===== src/rtl/uart_tx_dev.sv =====
`default_nettype none
// +----------------------------------------------------------------------------+
// | Module      : uart_tx_dev                                                  |
// | Description : Memory-mapped 8N1 UART transmitter with byte FIFO and IRQ.   |
// | Revision    : 1.0 - initial release                                        |
// +----------------------------------------------------------------------------+
module uart_tx_dev #(
    parameter int DEPTH       = 8,
    parameter int DEFAULT_DIV = 16
) (
    input  logic        clk,
    input  logic        reset,
    input  logic [29:0] Addr,
    input  logic        WE,
    input  logic [31:0] Din,
    output logic [31:0] Dout,
    output logic        IRQ,
    output logic        txd
);

    localparam int          c_PW          = (DEPTH > 1) ? $clog2(DEPTH) : 1;
    localparam logic [4:0]  c_DEPTH       = 5'(DEPTH);
    localparam logic [15:0] c_DEFAULT_DIV = 16'(DEFAULT_DIV);

    localparam logic [1:0] c_ST_IDLE  = 2'd0;
    localparam logic [1:0] c_ST_START = 2'd1;
    localparam logic [1:0] c_ST_DATA  = 2'd2;
    localparam logic [1:0] c_ST_STOP  = 2'd3;

    logic [7:0]      r_mem [DEPTH];
    logic [c_PW-1:0] r_wptr;
    logic [c_PW-1:0] r_rptr;
    logic [4:0]      r_count;
    logic            r_ovf;
    logic            r_en;
    logic            r_ie;
    logic [15:0]     r_div;
    logic            r_irq;

    logic [1:0]      r_state;
    logic [7:0]      r_shift;
    logic [15:0]     r_bit_div;
    logic [15:0]     r_baud;
    logic [2:0]      r_bit_idx;
    logic            r_txd;

    logic            w_wr_data;
    logic            w_wr_stat;
    logic            w_wr_ctrl;
    logic            w_wr_div;
    logic            w_empty;
    logic            w_full;
    logic            w_busy;
    logic            w_pop;
    logic            w_push;
    logic            w_bit_end;
    logic [4:0]      w_count_nxt;
    logic            w_busy_nxt;
    logic            w_ie_nxt;
    logic            w_irq_nxt;
    logic            w_unused;

    assign w_wr_data = WE && (Addr[1:0] == 2'd0);
    assign w_wr_stat = WE && (Addr[1:0] == 2'd1);
    assign w_wr_ctrl = WE && (Addr[1:0] == 2'd2);
    assign w_wr_div  = WE && (Addr[1:0] == 2'd3);

    assign w_empty   = (r_count == 5'd0);
    assign w_full    = (r_count == c_DEPTH);
    assign w_busy    = (r_state != c_ST_IDLE);
    assign w_pop     = (r_state == c_ST_IDLE) && r_en && !w_empty;
    // A full FIFO still accepts a byte when the head leaves in the same cycle.
    assign w_push    = w_wr_data && (!w_full || w_pop);
    assign w_bit_end = (r_baud == (r_bit_div - 16'd1));

    // IRQ is registered from next-cycle state so it tracks empty/busy without lag.
    assign w_count_nxt = r_count + 5'(w_push) - 5'(w_pop);
    assign w_busy_nxt  = w_pop || (w_busy && !((r_state == c_ST_STOP) && w_bit_end));
    assign w_ie_nxt    = w_wr_ctrl ? Din[1] : r_ie;
    assign w_irq_nxt   = w_ie_nxt && (w_count_nxt == 5'd0) && !w_busy_nxt;

    assign w_unused = &{1'b0, Addr[29:2], Din[31:16]};

    always_ff @(posedge clk) begin
        if (w_push) begin
            r_mem[r_wptr] <= Din[7:0];
        end
    end

    always_ff @(posedge clk or negedge reset) begin
        if (!reset) begin
            r_wptr  <= '0;
            r_rptr  <= '0;
            r_count <= 5'd0;
            r_ovf   <= 1'b0;
            r_en    <= 1'b0;
            r_ie    <= 1'b0;
            r_div   <= c_DEFAULT_DIV;
            r_irq   <= 1'b0;
        end else begin
            if (w_push) begin
                r_wptr <= r_wptr + c_PW'(1);
            end
            if (w_pop) begin
                r_rptr <= r_rptr + c_PW'(1);
            end
            r_count <= w_count_nxt;
            if (w_wr_data && !w_push) begin
                r_ovf <= 1'b1;
            end else if (w_wr_stat && Din[3]) begin
                r_ovf <= 1'b0;
            end
            if (w_wr_ctrl) begin
                r_en <= Din[0];
                r_ie <= Din[1];
            end
            if (w_wr_div) begin
                r_div <= (Din[15:0] == 16'd0) ? 16'd1 : Din[15:0];
            end
            r_irq <= w_irq_nxt;
        end
    end

    always_ff @(posedge clk or negedge reset) begin
        if (!reset) begin
            r_state   <= c_ST_IDLE;
            r_shift   <= 8'd0;
            r_bit_div <= c_DEFAULT_DIV;
            r_baud    <= 16'd0;
            r_bit_idx <= 3'd0;
            r_txd     <= 1'b1;
        end else begin
            case (r_state)
                c_ST_IDLE: begin
                    if (w_pop) begin
                        r_state   <= c_ST_START;
                        r_shift   <= r_mem[r_rptr];
                        r_bit_div <= r_div;
                        r_baud    <= 16'd0;
                        r_txd     <= 1'b0;
                    end
                end
                c_ST_START: begin
                    if (w_bit_end) begin
                        r_baud    <= 16'd0;
                        r_state   <= c_ST_DATA;
                        r_bit_idx <= 3'd0;
                        r_txd     <= r_shift[0];
                        r_shift   <= {1'b0, r_shift[7:1]};
                    end else begin
                        r_baud <= r_baud + 16'd1;
                    end
                end
                c_ST_DATA: begin
                    if (w_bit_end) begin
                        r_baud <= 16'd0;
                        if (r_bit_idx == 3'd7) begin
                            r_state <= c_ST_STOP;
                            r_txd   <= 1'b1;
                        end else begin
                            r_bit_idx <= r_bit_idx + 3'd1;
                            r_txd     <= r_shift[0];
                            r_shift   <= {1'b0, r_shift[7:1]};
                        end
                    end else begin
                        r_baud <= r_baud + 16'd1;
                    end
                end
                c_ST_STOP: begin
                    if (w_bit_end) begin
                        r_baud  <= 16'd0;
                        r_state <= c_ST_IDLE;
                    end else begin
                        r_baud <= r_baud + 16'd1;
                    end
                end
                default: begin
                    r_state <= c_ST_IDLE;
                end
            endcase
        end
    end

    always_comb begin
        Dout = 32'd0;
        case (Addr[1:0])
            2'd1:    Dout = {23'd0, r_count, r_ovf, w_busy, w_empty, w_full};
            2'd2:    Dout = {30'd0, r_ie, r_en};
            2'd3:    Dout = {16'd0, r_div};
            default: Dout = 32'd0;
        endcase
    end

    assign IRQ = r_irq;
    assign txd = r_txd;

endmodule
`default_nettype wire


===== config.mk =====
export PLATFORM = sky130hd
export DESIGN_NAME = uart_tx_dev
export DESIGN_NICKNAME = d
export VERILOG_FILES = /design/src/rtl/uart_tx_dev.sv
export SDC_FILE = /design/constraint.sdc
export NUM_CORES = 1
export LEC_CHECK = 0
export CAP_MARGIN = 20
export CORE_AREA = 4 4 125 127
export DETAILED_ROUTE_END_ITERATION = 7
export DIE_AREA = 0 0 129 131
export PLACE_DENSITY = 0.77
export SYNTH_ARGS = -nofsm -noshare
export SYNTH_HDL_FRONTEND = slang
export SYNTH_SLANG_ARGS = --single-unit

===== constraint.sdc =====
create_clock -name clk -period 4.4 [get_ports clk]
set_input_delay 0.44 -clock clk [delete_from_list [all_inputs] [get_ports clk]]
set_output_delay 0.44 -clock clk [all_outputs]
set_load 0.005 [all_outputs]

* Word level (Yosys, flattened, before mapping)
Memory sizes are Yosys's and may differ from the RTL's.
Index checks and enable logic that the tools add are counted.
** Word-level totals
- Flip-flop bits (word level) :: 77
- Bits in latches :: 0
- Memory bits (writable) :: 64
- Memory bits (read-only) :: 0
- Output and inout port bits :: 34
- Word-level logic and storage cells :: 102
- Memories kept :: 1
** Memory list
- r_mem :: depth 8, width 8, rd ports 1, clocked after Yosys merged registers in 0, wr ports 1, line 30 : logic [7:0] r_mem [DEPTH];
** Operators by class
- Add/subtract/negate cells :: 7
- Multiply operators :: 0
- Div/mod/pow operators :: 0
- Magnitude comparators :: 0
- Equal/unequal tests :: 15
- Shift-type cells :: 0
- Multiplexer cells :: 30
- Bitwise logic cells :: 0
- Reductions and logical operators :: 35
** Operators by type and width (count)
- $mux 16 :: 3
- $pmux 16 s3 :: 1
- $mux 8 :: 4
- $pmux 16 s2 :: 1
- $pmux 8 s3 :: 1
- $add 16x1->16 const B :: 1
- $eq 16x16->1 :: 1
- $logic_not 16->1 :: 1
- $sub 16x1->16 const B :: 1
- $logic_and 1x1->1 :: 13
- $ne 2x2->1 const B :: 6
- $logic_not 5->1 :: 2
- $mux 2 :: 5
- $reduce_and 5->1 :: 2
- $add 3x1->3 const B :: 3
- $mux 1 :: 9
- $mux 3 :: 3
- $eq 2x2->1 const B :: 4
- $pmux 2 s4 :: 1
- $reduce_and 4->1 :: 2
- $pmux 3 s2 :: 1
- $reduce_bool 2->1 :: 3
- $add 5x1->5 :: 1
- $eq 5x4->1 const B :: 1
- other kinds (10) :: 17

* Longest topological paths before layout
Gate-level depths: netlist of the first run.
- Depth in word-level cells :: 10
- Gate-level depth with buffers :: 18

* Least setup slack after synthesis of the first run
No wires, ideal clock.
- Kind :: register -> register
- Start point :: reg r_state[0]
- End point :: reg r_irq, in the netlist IRQ
- Setup time :: 0.086 ns
- Data arrival time :: 4.023 ns
- Data required time :: 4.314 ns
- Path slack :: 0.291 ns
- Cell stages (with the launch flop) :: 17
- Path buffers :: 0
- Period minus slack after synthesis :: 4.109 ns
- Path through :: dfrtp_1 > inv_1 > ha_1 > nand2_1 > nor2_1 > nor2_1 > nor3_1 > clkinv_1 > ha_1 > inv_1 > ha_1 > inv_1 > fa_1 > inv_1 > or4_1 > or4b_2 > nor3_1
** Between the ends
- Cells in the longest elaborated chain, start to end :: 10
** RTL lines
- from (decl) :: line 40 : logic [1:0] r_state;
- from (signal assigned) :: line 126 : r_state <= c_ST_IDLE;
- from (signal assigned) :: line 136 : r_state <= c_ST_START;
- from (signal assigned) :: line 146 : r_state <= c_ST_DATA;
- $logic_not 2->1 (*) :: line 71 : assign w_pop = (r_state == c_ST_IDLE) && r_en && !w_empty;
- $logic_and 1x1->1 (*) (2 in a row) :: line 71
- $logic_or 1x1->1 :: line 73 : assign w_push = w_wr_data && (!w_full || w_pop);
- $logic_and 1x1->1 :: line 73
- $add 5x1->5 :: line 77 : assign w_count_nxt = r_count + 5'(w_push) - 5'(w_pop);
- $sub 5x1->5 (*) :: line 77
- named net w_count_nxt[1] :: line 57 : logic [4:0] w_count_nxt;
- $logic_not 5->1 (*) :: line 80 : assign w_irq_nxt = w_ie_nxt && (w_count_nxt == 5'd0) && !w_busy_nxt;
- $logic_and 1x1->1 (*) (2 in a row) :: line 80
- named net w_irq_nxt :: line 60 : logic w_irq_nxt;
- to (signal assigned) :: line 120 : r_irq <= w_irq_nxt;
- to (decl) :: line 38 : logic r_irq;
The timed path passes the listed nets; every way through them passes the cells marked *.
A chain may end at the register's enable or synchronous reset.

* Worst setup path after layout of the first run
Ends and elaborated chain as after synthesis.

==> flow_summary.ini, run 1 <==
[grt]
overflow = 0
grt_max_degree = 78
grt_pass1_wl_um = 24800
grt_pass1_vias = 4748
grt_antenna_before_repair = 0
groute.usage.overall_pct = 18.9

[clocking]
htree_levels = 4
ctsHoldBuffers = 0
clock_sinks = 141
cts-root-buf = clkbuf_16
clock_path_buffers = 2
cts_tree = built
postCtsSetupRepairBufs = 0
insertion_delay_ns = 0.43
cts_buffers = 17
ctsResizeCount = 0
clk_pin_slew_worst_paths_ns = 0.07

[critical_path]
critPathMaxFanout = 7
cp.required_ns = 4.75
ff2ff_setup_slack_ns = 0.24
cp-start-kind = register
path_common_cell = inv_1
critPathCaptureType = register
arrival_ns = 4.50
slowest_delay_ns = 0.62
worstSetupPathType = reg2reg
cpMaxStageDelayCell = or4b_2
cp_cell_sequence = inv_1, ha_1, nand2_1, nor2_2, nor2_1, nor3_1, clkinv_1, ha_1, inv_1, ha_1, inv_1, fa_1, inv_1, or4_1, or4b_2, nor3_1

[synth]
synth.avg_cell_area_um2 = 12.8
synthArstFlopShare_pct = 54.6
synth_top_cell_by_area = edfxtp_1
synth_top_area_share_pct = 27.0
ys_seq_area_share_pct = 54.1
yosys_warnings = 0
synthFlopType = dfrtp_1
ys_seq_elements = 141
synth_enable_flop_cells = 64
synth.area.top_cells = edfxtp_1 27%, dfrtp_1 26%, mux2_2 5.2%, mux4_2 5.1%, ha_1 3.2%
syn_inst = 557
syn_area_um2 = 7130
yosysUniqueCellTypes = 67

[job]
maxCapViolations = 0

[power_and_ir_drop]
p_sw_share_pct = 35.2
peakVddDrop_mv = 0.368
p_switching_mw = 1.88
power_mw = 5.33
combPwrFrac_pct = 35.4
powerDensity_nw_per_um2 = 647
p_int_mw = 3.46
p_leak_nw = 3.23
power_frac_clock_pct = 26.7
p_seq_share_pct = 37.9

[sta]
fmax_mhz = 241
setup_tns_ns = 0
relSlewSlack_pct = 34.7
finalHoldViolations = 0
worst_slack_ns = 0.242
finalClockSkew_ns = 0.00989
fin_crit_ns = 4.16
period_share_pct = 94.5
drv_slew = 0
rsz0062_at_grt = no
finalSetupViolations = 0
worst_slew_pin_slew_ns = 0.979

[cells_and_area]
nFillCells = 1128
drive_gt1_share_pct = 19.0
seqCellArea_um2 = 3850
diodes = 0
multi_input_area_um2 = 3010
syn_to_final_growth_pct = 15.7
nNetsFinal = 681

[die]
pin_count = 99
dieArea_um2 = 16900
fp-row-count = 44
coreArea_um2 = 14400
die_x_um = 129
initial_core_util_pct = 49.4
die_h_um = 131

[worst_hold_path]
hp-class = in2async

[detailed_routing]
avgRoutedWirePerCell_um = 19.2
vias = 4637
drt-pass1-iter-count = 5
first_iter_violations = 363
routed_wl_um = 15300
drtAntennaViolNets = 0
via_per_inst = 5.84
route.detailed.drc = 0

[placement]
routabilityCongestion = 0.895
dpl.hpwl_um = 10100
dp_slack_ns = 0.255
port-buffer-count = 38

[run_status]
outcome = finished clean
[critical path, delay by kind of cell (launching register included)]
kind,cells,cell delay (ns)
fa+ha+maj,4,1.23
buf+inv,5,0.58
flops,1,0.39
simple gates,7,1.87
[kinds of logic (layout without fill, tap and decap cells)]
| family | Yosys count | in the layout | share of synthesized area, % |
|---|---|---|---|
| multiplexers | 73 | 73 | 14.2 |
| adder cells (fa/ha/maj) | 19 | 19 | 3.44 |
| buffers and inverters | 63 | 101 | 4.48 |
| other | 1 | 16 | 0.0526 |
| flip-flops | 141 | 141 | 54.1 |
| XOR/XNOR | 27 | 27 | 3.32 |
| AND/OR/NAND/NOR | 155 | 155 | 12.4 |
| AO/OA/AOI/OAI | 78 | 78 | 8.06 |
[per-stage QoR]
stage	hold slack [ns]	util (%)	instance area (µm²)	instances
6_report	0.154	57.2	8250	794
5_1_grt	0.258	57.2	8250	794
4_1_cts	0.206	57.0	8220	793
3_5_place_dp	0.499	52.9	7630	761
3_3_place_gp	0.484	52.9	7630	761
2_1_floorplan	0.144	-	7180	572
[layout by cell type, fill, tap and decap left out, types with 4 or more instances in the layout]
| cell type | instances |
|---|---|
| o21a_1 | 11 |
| inv_1 | 17 |
| nand2_1 | 40 |
| o31ai_1 | 6 |
| xnor2_1 | 18 |
| nor3_1 | 16 |
| mux2_2 | 33 |
| mux2_4 | 8 |
| clkbuf_16 | 17 |
| a21oi_1 | 6 |
| nor4_1 | 14 |
| nand3_1 | 5 |
| conb_1 | 16 |
| clkinv_4 | 4 |
| or4_1 | 4 |
| edfxtp_1 | 64 |
| a22o_1 | 5 |
| nand2b_1 | 6 |
| nor2_1 | 16 |
| buf_4 | 13 |
| mux4_2 | 16 |
| xor2_1 | 9 |
| mux2i_1 | 15 |
| clkdlybuf4s50_1 | 37 |
| nor3b_1 | 8 |
| ha_1 | 18 |
| o21ai_0 | 18 |
| o311ai_0 | 9 |
| dfrtp_1 | 74 |
| and3_1 | 12 |
| nor2b_1 | 11 |
| inv_6 | 4 |
| and2_1 | 4 |
[worst paths after layout]
path                       cells past startpoint    endpoint  startpoint
setup reg to reg                              16         IRQ  r_state[0]
max in group asynchronous                      1   r_div[15]       reset
hold / removal                                 1         IRQ       reset
hold reg to reg                                1  r_shift[2]  r_shift[2]
setup / recovery                              16         IRQ  r_state[0]
min in group clk                               1  r_shift[2]  r_shift[2]
[Yosys cell counts, types with 4 or more instances]
cell      count
xor2_1        9
mux2i_1      15
a22o_1        5
ha_1         18
nor2_1       17
nand3_1       5
nor4_1       14
o31ai_1       6
nor3b_1       8
inv_1        17
mux2_2       33
mux2_4        8
or4_1         4
buf_4        17
nor2b_1      11
a21oi_1       6
xnor2_1      18
o21ai_0      18
nand2_1      40
mux4_2       16
o311ai_0      9
nand2b_1      6
nor3_1       16
clkbuf_1     20
dfrtp_1      74
and3_1       12
o21a_1       11
and2_1        4
edfxtp_1     64
[state kept, by name, indices dropped and copies added, names as in the netlist, 3 cells and up]
name       cells
r_rptr         3
r_count        5
r_shift        8
r_baud        16
r_bit_idx      3
r_bit_div     16
r_div         16
r_mem         64
r_wptr         3
[layer usage]
layer	vias up	GRT usage, %	share of wire, %
met4	0	8.09	2.3
met3	31	2.56	4.3
met1	2334	24.7	43
met5	-	0	0
met2	150	32.0	51
li1	2122	-	-
[power groups by stage]
stage | combinational, mW | sequential (mW) | clock, mW
4_1_cts | 1.83 | 2.05 | 1.44
3_3_place_gp | 1.72 | 2.04 | 0
6_report | 1.89 | 2.02 | 1.43
5_1_grt | 2.08 | 2.06 | 1.50
3_5_place_dp | 1.80 | 2.07 | 0
2_1_floorplan | 1.56 | 1.84 | 0
[final cells by class]
type,instances,share of cell area (%)
tap,184,2.79
sequential,141,46.7
clock buffer,18,5.20
timing repair buffer,51,6.01
multi-input combinational,368,36.5
clock inverter,14,1.94
inverter,18,0.819
Note: power is estimated with default switching activity, not from simulation.
==> run 2, diff against run 1 <==
--- a/config.mk
+++ b/config.mk
@@ -7,6 +7,7 @@
 export LEC_CHECK = 0
 export CAP_MARGIN = 20
 export CORE_AREA = 4 4 125 127
+export CTS_CLUSTER_SIZE = 28
 export DETAILED_ROUTE_END_ITERATION = 7
 export DIE_AREA = 0 0 129 131
 export PLACE_DENSITY = 0.77
==> results of run 2 <==
The final DEF is identical to that of run 1; final timing and power are the same.
